--- config.mk ---
export PLATFORM = sky130hd
export DESIGN_NAME = seg2bin_rx
export DESIGN_NICKNAME = d
export VERILOG_FILES = /design/src/rtl/seg2bin_rx.sv
export SDC_FILE = /design/constraint.sdc
export NUM_CORES = 1
export LEC_CHECK = 0
export ABC_AREA = 1
export CAP_MARGIN = 5
export CORE_MARGIN = 1.5
export CORE_UTILIZATION = 55
export CTS_BUF_LIST = sky130_fd_sc_hd__clkbuf_4 sky130_fd_sc_hd__clkbuf_8
export DETAILED_ROUTE_END_ITERATION = 7
export PLACE_DENSITY = 0.82
export SLEW_MARGIN = 20
export SYNTH_ARGS = -nofsm -noshare
export SYNTH_HDL_FRONTEND = slang
export SYNTH_SLANG_ARGS = --single-unit
--- constraint.sdc ---
create_clock -name clk -period 2.5 [get_ports clk]
set_input_delay 0.25 -clock clk [delete_from_list [all_inputs] [get_ports clk]]
set_output_delay 0.25 -clock clk [all_outputs]
set_load 0.05 [all_outputs]
--- src/rtl/seg2bin_rx.sv ---
// seg2bin_rx: receive a 14-bit serial 7-segment frame (tens then ones, segment a first),
//   decode both patterns to BCD and convert the pair to binary on a valid/ready output.
//   Ports: clk, rst (async, active-high); s_bit/s_valid/s_sof/s_ready serial input;
//   bcd_out {tens,ones} (4'hF per bad digit), bin_out, err_seg, out_valid/out_ready
//   result handshake; frame_cnt delivered-frame counter.
//   Optional: SEG_ACTIVE_LOW_EN inverts incoming bits for common-anode panels.
module seg2bin_rx #(
  parameter int BIN_W = 7,
  parameter int CNT_W = 8
) (
  input  logic             clk,
  input  logic             rst,
  input  logic             s_bit,
  input  logic             s_valid,
  input  logic             s_sof,
  output logic             s_ready,
  output logic [7:0]       bcd_out,
  output logic [BIN_W-1:0] bin_out,
  output logic             err_seg,
  output logic             out_valid,
  input  logic             out_ready,
  output logic [CNT_W-1:0] frame_cnt
);
  typedef enum logic [2:0] {IDLE, SHIFT, DECODE, CONVERT, HOLD} state_t;
  state_t           state_q, state_d;
  logic [13:0]      sr_q, sr_d;
  logic [3:0]       cnt_q, cnt_d;
  logic [3:0]       tens_q, tens_d, ones_q, ones_d;
  logic             tinv_q, tinv_d, oinv_q, oinv_d;
  logic [7:0]       bcd_q, bcd_d;
  logic [BIN_W-1:0] bin_q, bin_d;
  logic             err_q, err_d, ov_q, ov_d;
  logic [CNT_W-1:0] fc_q, fc_d;
  logic             b, acc;
  logic [4:0]       td, od;
  logic [6:0]       bin7;
  // {invalid, digit}; an unknown pattern yields 5'h1F so the digit reads 4'hF
  function automatic logic [4:0] dec(input logic [6:0] p);
    case (p)
      7'h7E:   dec = 5'd0;
      7'h30:   dec = 5'd1;
      7'h6D:   dec = 5'd2;
      7'h79:   dec = 5'd3;
      7'h33:   dec = 5'd4;
      7'h5B:   dec = 5'd5;
      7'h5F:   dec = 5'd6;
      7'h70:   dec = 5'd7;
      7'h7F:   dec = 5'd8;
      7'h7B:   dec = 5'd9;
      default: dec = 5'h1F;
    endcase
  endfunction
`ifdef SEG_ACTIVE_LOW_EN
  assign b = ~s_bit;
`else
  assign b = s_bit;
`endif
  assign s_ready   = state_q == IDLE || state_q == SHIFT;
  assign acc       = s_valid && s_ready;
  assign td        = dec(sr_q[13:7]);
  assign od        = dec(sr_q[6:0]);
  // tens*10 as tens*8 + tens*2; max 99 fits in 7 bits
  assign bin7      = {tens_q, 3'b0} + {2'b0, tens_q, 1'b0} + {3'b0, ones_q};
  assign bcd_out   = bcd_q;
  assign bin_out   = bin_q;
  assign err_seg   = err_q;
  assign out_valid = ov_q;
  assign frame_cnt = fc_q;
  always_comb begin
    state_d = state_q;
    sr_d    = sr_q;
    cnt_d   = cnt_q;
    tens_d  = tens_q;
    ones_d  = ones_q;
    tinv_d  = tinv_q;
    oinv_d  = oinv_q;
    bcd_d   = bcd_q;
    bin_d   = bin_q;
    err_d   = err_q;
    ov_d    = ov_q;
    fc_d    = fc_q;
    case (state_q)
      IDLE: if (acc && s_sof) begin
        sr_d    = {13'b0, b};
        cnt_d   = 4'd1;
        state_d = SHIFT;
      end
      SHIFT: if (acc) begin
        sr_d    = s_sof ? {13'b0, b} : {sr_q[12:0], b};
        cnt_d   = s_sof ? 4'd1 : cnt_q + 4'd1;
        state_d = (!s_sof && cnt_q == 4'd13) ? DECODE : SHIFT;
      end
      DECODE: begin
        tens_d  = td[3:0];
        ones_d  = od[3:0];
        tinv_d  = td[4];
        oinv_d  = od[4];
        state_d = CONVERT;
      end
      CONVERT: begin
        bcd_d   = {tens_q, ones_q};
        err_d   = tinv_q | oinv_q;
        bin_d   = err_d ? '0 : BIN_W'(bin7);
        ov_d    = 1'b1;
        fc_d    = fc_q + 1'b1;
        state_d = HOLD;
      end
      HOLD: if (out_ready) begin
        ov_d    = 1'b0;
        state_d = IDLE;
      end
      default: state_d = IDLE;
    endcase
  end
  always_ff @(posedge clk or posedge rst) begin
    if (rst) begin
      state_q <= IDLE;
      sr_q    <= '0;
      cnt_q   <= '0;
      tens_q  <= '0;
      ones_q  <= '0;
      tinv_q  <= 1'b0;
      oinv_q  <= 1'b0;
      bcd_q   <= '0;
      bin_q   <= '0;
      err_q   <= 1'b0;
      ov_q    <= 1'b0;
      fc_q    <= '0;
    end else begin
      state_q <= state_d;
      sr_q    <= sr_d;
      cnt_q   <= cnt_d;
      tens_q  <= tens_d;
      ones_q  <= ones_d;
      tinv_q  <= tinv_d;
      oinv_q  <= oinv_d;
      bcd_q   <= bcd_d;
      bin_q   <= bin_d;
      err_q   <= err_d;
      ov_q    <= ov_d;
      fc_q    <= fc_d;
    end
  end
endmodule

==> flow_summary_export.csv, run 1 <==
group,metric,value,unit
run_status,outcome,"finished clean",
finish,area_delta_synth_final,17.32,%
detailed_routing,num_vias,2241,
pwr,p_leak,0.001652,uW
global_routing,grt_max_degree,28,
clock_tree,cts_setup_buffers,0,
clock_tree,cts_tree,"done",
synthesis,syn-num-nets,353,
min_path,hold_path_class,"primary input to asynchronous set/reset pin",
global_routing,grt_pass1_wl,8997,um
sta,fin_skew,0.01243,ns
worst_setup_path,cp.arrival,1.96,ns
sta,hold_viol,0,
synthesis,ys_types,35,
synthesis,syn_area_per_cell,8.433,um2
detailed_routing,viasPerCell,5.093,
global_routing,met3_usage,0.04685,
clock_tree,cts_buffer_depth,2,
global_routing,grt_usage,0.2084,
worst_setup_path,crit_buf_inv,2,
detailed_routing,drtPass1Iterations,4,
synthesis,synth_seq_area_share,0.4960,
sta,worst_pin_slew,0.5152,ns
detailed_routing,ant_nets,0,
floorplanning,std_cell_rows,25,
global_routing,use_met1,0.2790,
clock_tree,clkLatencyLatePin,0.32,ns
global_routing,grt.busiest_layer,"met2",
pwr,ir_drop,0.4008,mV
global_routing,grt-ovfl-total,0,
place,place_area,3224,um2
clock_tree,cts_root_buf,"clkbuf_8",
clock_tree,cts-resized-gates,0,
floorplanning,die_area,5576,um2
clock_tree,cts_made_buffers,5,
sta,fmax,0.4521,GHz
finish,nets,390,
global_routing,grt_pass1_vias,2080,
synthesis,yosys-top-cells-area,"dfrtp_1, nand2_1, inv_1",
worst_setup_path,crit_chain,"inv_1 > nand3_1 > nand2_2 > clkdlybuf4s50_1",
synthesis,yosys_warnings,0,
worst_setup_path,start_kind,"flip-flop",
worst_setup_path,timing.rr.start,"tens_q[0]$_DFFE_PP0N_",
pwr,powerDensity,566.8,nW/um2
floorplanning,initial_core_util,0.5827,
finish,stdcell_area,3314,um2
sta,period_minus_slack,2.212,ns
sta,finalCritPeriodShare,0.8848,
finish,multi_input_area,1237,um2
clock_tree,clk_pin_slew,0.10,ns
sta,setup_violations,0,
worst_setup_path,criticalPathCategory,"flip-flop to primary output",
sta,rsz0062_at_grt,"no",
sta,slew_viol_final,0,
place,dp_hpwl,3888,um
detailed_routing,routed_wl,5148,um
floorplanning,die_w,74.67,um
detailed_routing,drt_iter0_drc,70,
worst_setup_path,path_max_fanout,4,
flow_run,maxCapViolCount,0,
place,io_buffer_count,31,
worst_setup_path,end_kind,"primary output",
clock_tree,htree_levels,2,
worst_setup_path,slowest_delay,0.80,ns
sta,max_slew_margin,0.6555,
floorplanning,chipHeight,74.67,um
place,routabilityCongestion,0.8100,
synthesis,synth.top_cell.area_share,0.4960,
finish,num-fill-cells,389,
worst_setup_path,r2r_end,"bin_out[4]$_DFFE_PP0P_",
global_routing,antenna_found_initial,0,
finish,layout-drive-gt1-share,0.06434,
synthesis,yosysTopAreaCell,"dfrtp_1",
worst_setup_path,rrSetupSlack,0.35,ns
clock_tree,holdBufCountCts,0,
sta,tns,0,ns
synthesis,synth_area,2825,um2
worst_setup_path,critical_path.top_delay_family,"buffers and inverters",
detailed_routing,drc,0,
finish,n_antenna_cell,0,
finish,ff_latch_area,1401,um2
clock_tree,clock-sinks,56,
synthesis,ys_ff_latch,56,
worst_setup_path,critPathRequiredTime,2.25,ns
worst_setup_path,r2r_cells,6,
synthesis,syn_inst,335,
worst_setup_path,slowest_stage,"clkdlybuf4s50_1",
floorplanning,io_pins,32,
detailed_routing,wire_per_inst,11.70,um
global_routing,use_met2,0.3423,
floorplanning,core,4848,um2
==> layer usage <==
metal / routed length [um] / vias to the layer above / share of wire
met3: 175 / 6 / 0.034
met1: 2464 / 1041 / 0.48
met4: 61 / 0 / 0.012
li1: - / 1153 / -
met5: 0 / - / 0
met2: 2446 / 41 / 0.48
==> through the flow <==
stage	setup WS (ns)	utilization	std cells	hold slack, ns	total power, uW
global placement	0.4201	0.6650	432	0.4593	1380
global route	0.1826	0.6836	440	0.1556	1983
finish	0.2881	0.6836	440	0.1232	1879
floorplan	0.4552	-	335	0.3604	1309
CTS	0.2809	0.6836	440	0.1238	1887
detailed placement	0.3544	0.6650	432	0.4684	1388
==> layout by cell type (no fill, tap or decap), types with 2 or more instances in the layout <==
| cell type | Yosys | final |
|---|---|---|
| a21boi_0 | 2 | 2 |
| a21oi_1 | 3 | 3 |
| a22o_1 | 3 | 3 |
| buf_4 | 1 | 4 |
| clkbuf_8 | 0 | 5 |
| clkdlybuf4s50_1 | 0 | 31 |
| dfrtp_1 | 56 | 56 |
| fa_1 | 2 | 2 |
| ha_1 | 10 | 10 |
| inv_1 | 41 | 40 |
| inv_2 | 2 | 3 |
| nand2_1 | 89 | 89 |
| nand3_1 | 17 | 17 |
| nand4_1 | 2 | 2 |
| nor2_1 | 39 | 39 |
| nor3_1 | 4 | 4 |
| o21ai_0 | 20 | 20 |
| o22ai_1 | 14 | 14 |
| or2_2 | 3 | 3 |
| xnor2_1 | 2 | 2 |
| xor2_1 | 7 | 7 |
==> sequential cells by signal, summed over array words and instances, names as in the netlist, 3 cells and up <==
register / cells
bcd_out: 8
frame_cnt: 8
cnt_q: 4
tens_q: 4
bin_out: 7
state_q: 3
ones_q: 4
sr_q: 14
==> cells in the mapped netlist <==
cell       n
a21o_1     1
nor4_1     1
nand3b_1   1
buf_4      1
nand3_4    1
ha_1      10
nand4_1    2
a22o_1     3
o21ai_2    1
a21boi_0   2
a31oi_1    1
or2_2      3
nand2_2    1
a32o_1     1
xor2_1     7
nand3_1   17
xnor2_1    2
clkbuf_1   2
nor3_1     4
inv_2      2
nand2_1   89
fa_1       2
nor2_8     1
o21ai_0   20
nor3_2     1
o21a_1     1
nand3_2    1
o22ai_1   14
nor2_1    39
a21oi_1    3
dfrtp_1   56
o211ai_1   1
a21boi_1   1
inv_1     41
buf_2      2
==> how the worst max path moves through the flow <==
stage / cells past startpoint / endpoint / start / slack, ns
floorplan: 6 / bin_out[4]$_DFFE_PP0P_ / tens_q[0]$_DFFE_PP0N_ / 0.46
global placement: 6 / bin_out[4]$_DFFE_PP0P_ / tens_q[0]$_DFFE_PP0N_ / 0.42
detailed placement: 6 / bin_out[4]$_DFFE_PP0P_ / tens_q[0]$_DFFE_PP0N_ / 0.35
CTS: 4 / s_ready / state_q[2]$_DFFE_PP0P_ / 0.28
global route: 4 / s_ready / state_q[2]$_DFFE_PP0P_ / 0.18
finish: 4 / s_ready / state_q[2]$_DFFE_PP0P_ / 0.29
==> final cells by class <==
class                           count  share of cell area
Timing Repair Buffer               35              0.1027
Multi-Input combinational cell    231              0.3733
Inverter                           43             0.04870
Clock buffer                        5             0.02076
Sequential cell                    56              0.4228
Tap cell                           67             0.02529
Clock inverter                      3            0.006418
==> power by group <==
part / internal [uW] / leakage [uW] / switching, uW / total (uW)
registers: 956 / 0.000774 / 55.2 / 1010
logic: 115 / 0.000833 / 247 / 363
clock network: 200 / 0.0000445 / 305 / 505
==> cells by family (layout without fill, tap and decap cells) <==
kind of cell,after synthesis,in the layout,share of synthesized area
flip-flops,56,56,0.4960
buffers and inverters,48,86,0.06599
AND/OR/NAND/NOR,161,161,0.2458
adder cells (fa/ha/maj),12,12,0.05846
XOR/XNOR,9,9,0.02790
AO/OA/AOI/OAI,49,49,0.1059
Note: power is estimated with default switching activity, not from simulation.
==> run 2: changes to the inputs <==
- CORE_MARGIN: 1.5 -> default
- SKIP_CTS_REPAIR_TIMING: default -> 1
==> run 2 against run 1 <==
Against the previous run:
- worst hold slack gained 0.19 ns
- setup slack lost 0.040 ns
- utilization grew 0.55 points
- combinational power is essentially flat
- largest power group unchanged
- highest routed layer unchanged
==> flow_summary_export.csv, run 2 (synthesized netlist as in run 1, its figures left out) <==
group,metric,value,unit
run_status,outcome,"finished clean",
floorplanning,chipHeight,73.67,um
worst_setup_path,start_kind,"flip-flop",
sta,hold_viol,0,
sta,fmax,0.4441,GHz
sta,rsz0062_at_grt,"no",
detailed_routing,viasPerCell,5.096,
worst_setup_path,critPathRequiredTime,2.25,ns
worst_setup_path,criticalPathCategory,"flip-flop to primary output",
clock_tree,cts_made_buffers,5,
sta,setup_ws,0.2485,ns
place,routabilityCongestion,0.7939,
finish,stdcell_area,3319,um2
sta,worst_pin_slew,0.6037,ns
finish,final_common_cell,"nand2_1",
detailed_routing,num_vias,2237,
detailed_routing,drt_iter0_drc,100,
worst_setup_path,timing.rr.start,"tens_q[0]$_DFFE_PP0N_",
place,pre_cts_ws,0.3687,ns
pwr,powerDensity,563.7,nW/um2
clock_tree,clock-sinks,56,
floorplanning,initial_core_util,0.5865,
floorplanning,core,4817,um2
worst_setup_path,critical_path.top_delay_family,"buffers and inverters",
pwr,ir_drop,0.4149,mV
finish,final_cell_mix,"nand2_1, dfrtp_1, inv_1",
detailed_routing,drtPass1Iterations,4,
finish,num-fill-cells,413,
global_routing,antenna_found_initial,0,
finish,area_delta_synth_final,17.49,%
sta,slew_viol_final,0,
worst_setup_path,cp.arrival,2.00,ns
floorplanning,die_w,73.67,um
clock_tree,cts_tree,"done",
detailed_routing,routed_wl,5171,um
finish,nets,389,
clock_tree,cts_buffer_depth,2,
sta,fin_hold_ws,0.3166,ns
detailed_routing,drc,0,
worst_setup_path,r2r_cells,6,
finish,n_antenna_cell,0,
global_routing,grt_usage,0.2142,
worst_setup_path,crit_buf_inv,2,
place,dp_hpwl,3844,um
min_path,hold_path_class,"primary input to asynchronous set/reset pin",
worst_setup_path,slowest_stage,"clkdlybuf4s50_1",
global_routing,grt-ovfl-total,0,
sta,finalCritPeriodShare,0.9006,
flow_run,maxCapViolCount,0,
global_routing,grt_pass1_wl,8963,um
global_routing,grt_max_degree,30,
worst_setup_path,path_max_fanout,4,
clock_tree,clk_pin_slew,0.10,ns
worst_setup_path,slowest_delay,0.81,ns
detailed_routing,wire_per_inst,11.78,um
floorplanning,io_pins,32,
sta,setup_violations,0,
floorplanning,die_area,5427,um2
sta,tns,0,ns
sta,max_slew_margin,0.5969,
worst_setup_path,crit_start,"state_q[2]$_DFFE_PP0P_",
clock_tree,clkLatencyLatePin,0.31,ns
clock_tree,htree_levels,2,
finish,finalCoreUtilization,0.6891,
finish,largest_reg_flops,14,
finish,top_register,"sr_q",
sta,fin_skew,0.01230,ns
sta,period_minus_slack,2.252,ns
place,io_buffer_count,31,
place,place_area,3229,um2
detailed_routing,ant_nets,0,
worst_setup_path,crit_chain,"inv_1 > nand3_1 > nand2_2 > clkdlybuf4s50_1",
finish,layout-drive-gt1-share,0.06183,
worst_setup_path,end_kind,"primary output",
worst_setup_path,rrSetupSlack,0.36,ns
worst_setup_path,r2r_end,"bin_out[4]$_DFFE_PP0P_",
global_routing,grt_pass1_vias,2137,
clock_tree,cts_root_buf,"clkbuf_8",
pwr,p_leak,0.001651,uW
floorplanning,std_cell_rows,25,
-- run 2: cell types whose count changed in the layout (fill, tap and decap cells not counted), sizes merged --
cell	delta
buf	-1
-- run 2: worst max-delay path by stage --
stage                                        end  slack [ns]  depth (start not counted)
after floorplan           bin_out[4]$_DFFE_PP0P_        0.46                          6
after global placement    bin_out[4]$_DFFE_PP0P_        0.42                          6
after detailed placement  bin_out[4]$_DFFE_PP0P_        0.37                          6
after CTS                                s_ready        0.25                          4
after global routing                     s_ready        0.15                          4
final                                    s_ready        0.25                          4
-- run 2: area by class of cell --
class                           instances  area [um2]  share of cell area
Clock inverter                          3       21.27            0.006408
Inverter                               43       161.4             0.04862
Multi-Input combinational cell        231        1237              0.3728
Tap cell                               67       83.83             0.02525
Clock buffer                            5       68.82             0.02073
Timing Repair Buffer                   34       345.3              0.1040
Sequential cell                        56        1401              0.4222
-- run 2: layer usage --
layer	share of wire	GRT usage	wire, um
met5	0	0	0
met4	0.010	0.07051	53
met3	0.034	0.04115	175
met2	0.49	0.3700	2533
met1	0.47	0.2702	2409
-- run 2: power by group --
part / switching (uW) / internal (uW) / total (uW)
clock network: 297 / 199 / 497
logic: 249 / 116 / 365
registers: 53.8 / 956 / 1010
total: 599 / 1270 / 1870
-- run 2: stage by stage --
| step | std cells | total power, uW |
|---|---|---|
| 2_1_floorplan | 335 | 1309 |
| 3_3_place_gp | 431 | 1381 |
| 3_5_place_dp | 431 | 1395 |
| 4_1_cts | 439 | 1888 |
| 5_1_grt | 439 | 1965 |
| 6_report | 439 | 1871 |
-- run 2: worst reg2reg max path, cell delays in order, from the launching register on --
cell and delay (ns):
dfrtp_1 0.39, inv_1 0.08, fa_1 0.54, inv_1 0.07
fa_1 0.43, or2_2 0.28, a32o_1 0.25
==> RTL change (settings of run 2) <==
`CNT_W`: 8 -> 10.
--- a/src/rtl/seg2bin_rx.sv
+++ b/src/rtl/seg2bin_rx.sv
@@ -6,7 +6,7 @@
 //   Optional: SEG_ACTIVE_LOW_EN inverts incoming bits for common-anode panels.
 module seg2bin_rx #(
   parameter int BIN_W = 7,
-  parameter int CNT_W = 8
+  parameter int CNT_W = 10
 ) (
   input  logic             clk,
   input  logic             rst,
Interface: changed (resized frame_cnt); port bits go from 32 to 34. The function was not compared with the original's and may differ.
==> RTL change against run 2 <==
- clock power increased by 76%
- power up 15%
- wire length is 8.5% higher
- setup slack lost 0.014 ns
- largest cell class unchanged
- area after synthesis increased by 7.2%
- final cell count is 8.9% higher
- sequential cell count grew 2
- critical path type unchanged
- worst hold slack worse by 0.018 ns
- global-route usage rose by 0.43 points
- design area is 9.7% higher
- combinational power fell by 33%
- largest power group unchanged
- sequential share of layout area down 2.4 points
- non-clock buffer count is 1 higher
==> RTL change: results (changes against run 2) <==
[clock_tree]
clock_latency_ns = 0.33  ; was 0.31 ns
clk_pin_slew_ns = 0.07  ; was 0.10 ns
cts_root_buffer = clkbuf_8  ; unchanged
clockBufferDepth = 2  ; unchanged
htree_levels = 3  ; was 2
tritoncts.num_buffers = 9  ; was 5

[route]
num_vias = 2457  ; was 2237
first_pass_iters = 5  ; was 4
wire_per_inst_um = 11.7  ; was 11.8 um
drt_iter0_drc = 115  ; was 100

[final_layout]
final_nets = 421  ; was 389
layout-drive-gt1-share = 0.0931  ; was 0.0618
num_antenna_cells = 0  ; unchanged
n_fill_cell = 398  ; was 413
largest_reg_flops = 14  ; unchanged
regMostFlops = sr_q  ; unchanged

[global_routing]
grt_pass1_wl_mm = 10.1  ; was 8.96 mm
track_usage = 0.218  ; was 0.214
grt_pass1_vias = 2356  ; was 2137
grt_max_degree = 59  ; was 30
antenna_found_initial = 0  ; unchanged

[outcome]
status = finished clean  ; unchanged

[logic_synthesis]
yosys_warnings = 0  ; unchanged
synth-async-reset-ratio = 1.00  ; unchanged
synth_common_cells = nand2_1, dfrtp_1, nor2_1  ; was nand2_1, dfrtp_1, inv_1
synth.distinct_cells = 36  ; was 35
ys.flop_type = dfrtp_1  ; unchanged
synth_area_leaders = dfrtp_1, nand2_1, nor2_1  ; was dfrtp_1, nand2_1, inv_1
synth_nets = 381  ; was 353
yosysSeqAreaShare = 0.479  ; was 0.496

[setup_path]
critPathMaxStageDelay_ns = 0.80
critPathSlowestCell = clkdlybuf4s50_1  ; unchanged
worst-path-max-fanout = 6  ; was 4
arrival_ns = 2.02  ; was 2.00 ns
crit_path_start = state_q[0]  ; was state_q[2]
r2r-start = tens_q[0]  ; unchanged

[min_path]
hp-class = in -> async  ; unchanged

[pwr]
power.leakage_uw = 0.00184  ; was 0.00165 uW
ir_drop_uv = 447  ; was 415 uV

[place]
place_congestion = 0.811  ; was 0.794
dp_slack_ns = 0.375  ; was 0.369 ns
portBuffers = 33  ; was 31
dp_hpwl_mm = 3.89  ; was 3.84 mm

[sta]
finClkSkew_ns = 0.00703  ; was 0.0123 ns
slew_violations = 0  ; unchanged
relSlewSlack = 0.663  ; was 0.597

-- RTL change: critical path: cells and delay by family, from the launching register on --
family | cells | cell delay (ns)
buf+inv | 2 | 0.92
flops | 1 | 0.47
simple gates | 2 | 0.29
-- RTL change: final cells by class --
class,instances,area (um2),share of cell area
Multi-Input combinational cell,252,1360,0.374
Inverter,47,179,0.0491
Clock buffer,11,151,0.0416
Sequential cell,58,1450,0.399
Tap cell,70,87.6,0.0241
Clock inverter,5,52.6,0.0144
Timing Repair Buffer,35,358,0.0983
-- RTL change: layer usage --
| metal | GRT usage | wire, um | vias up |
|---|---|---|---|
| met4 | 0.106 | 113 | 0 |
| met2 | 0.365 | 2690 | 43 |
| met1 | 0.273 | 2650 | 1149 |
| met5 | 0 | 0 | - |
| li1 | - | - | 1254 |
| met3 | 0.0419 | 155 | 11 |
-- RTL change: report_power, final --
part | leakage [uW] | total [uW] | switching (uW) | internal (uW)
sequential | 0.000798 | 1020 | 45.4 | 979
combinational | 0.000939 | 246 | 162 | 83.7
clock | 0.000105 | 877 | 368 | 509
-- RTL change: kinds of logic (layout without fill, tap and decap cells) --
logic type                 Yosys count  after routing  synth area share
DFF                                 58             58             0.479
buffers and inverters               53             98            0.0711
adders and majority gates           12             12            0.0545
AOI/OAI and AO/OA                   47             47            0.0967
xor gates and xnor gates             8              8            0.0231
and+or+nand+nor                    185            185             0.275
-- RTL change: worst paths after layout --
path / endpoint / slack, ns / depth (start not counted)
worst min register to register: bin_out[5] / 0.49 / 2
min in group clk: bin_out[5] / 0.49 / 2
worst max register to register: bin_out[4] / 0.37 / 6
max in group asynchronous: sr_q[12] / 1.96 / 3
worst max-delay path: s_ready / 0.23 / 4
worst min-delay path: frame_cnt[8] / 0.30 / 3
-- RTL change: metrics by stage --
step                total power, uW  cell area, um2   util  cells  hold slack [ns]
floorplan                      1220            3030      -    363            0.359
global placement               1280            3440  0.660    462            0.464
detailed placement             1290            3440  0.660    462            0.466
CTS                            2170            3640  0.700    478            0.303
global route                   2240            3640  0.700    478            0.345
finish                         2150            3640  0.700    478            0.299
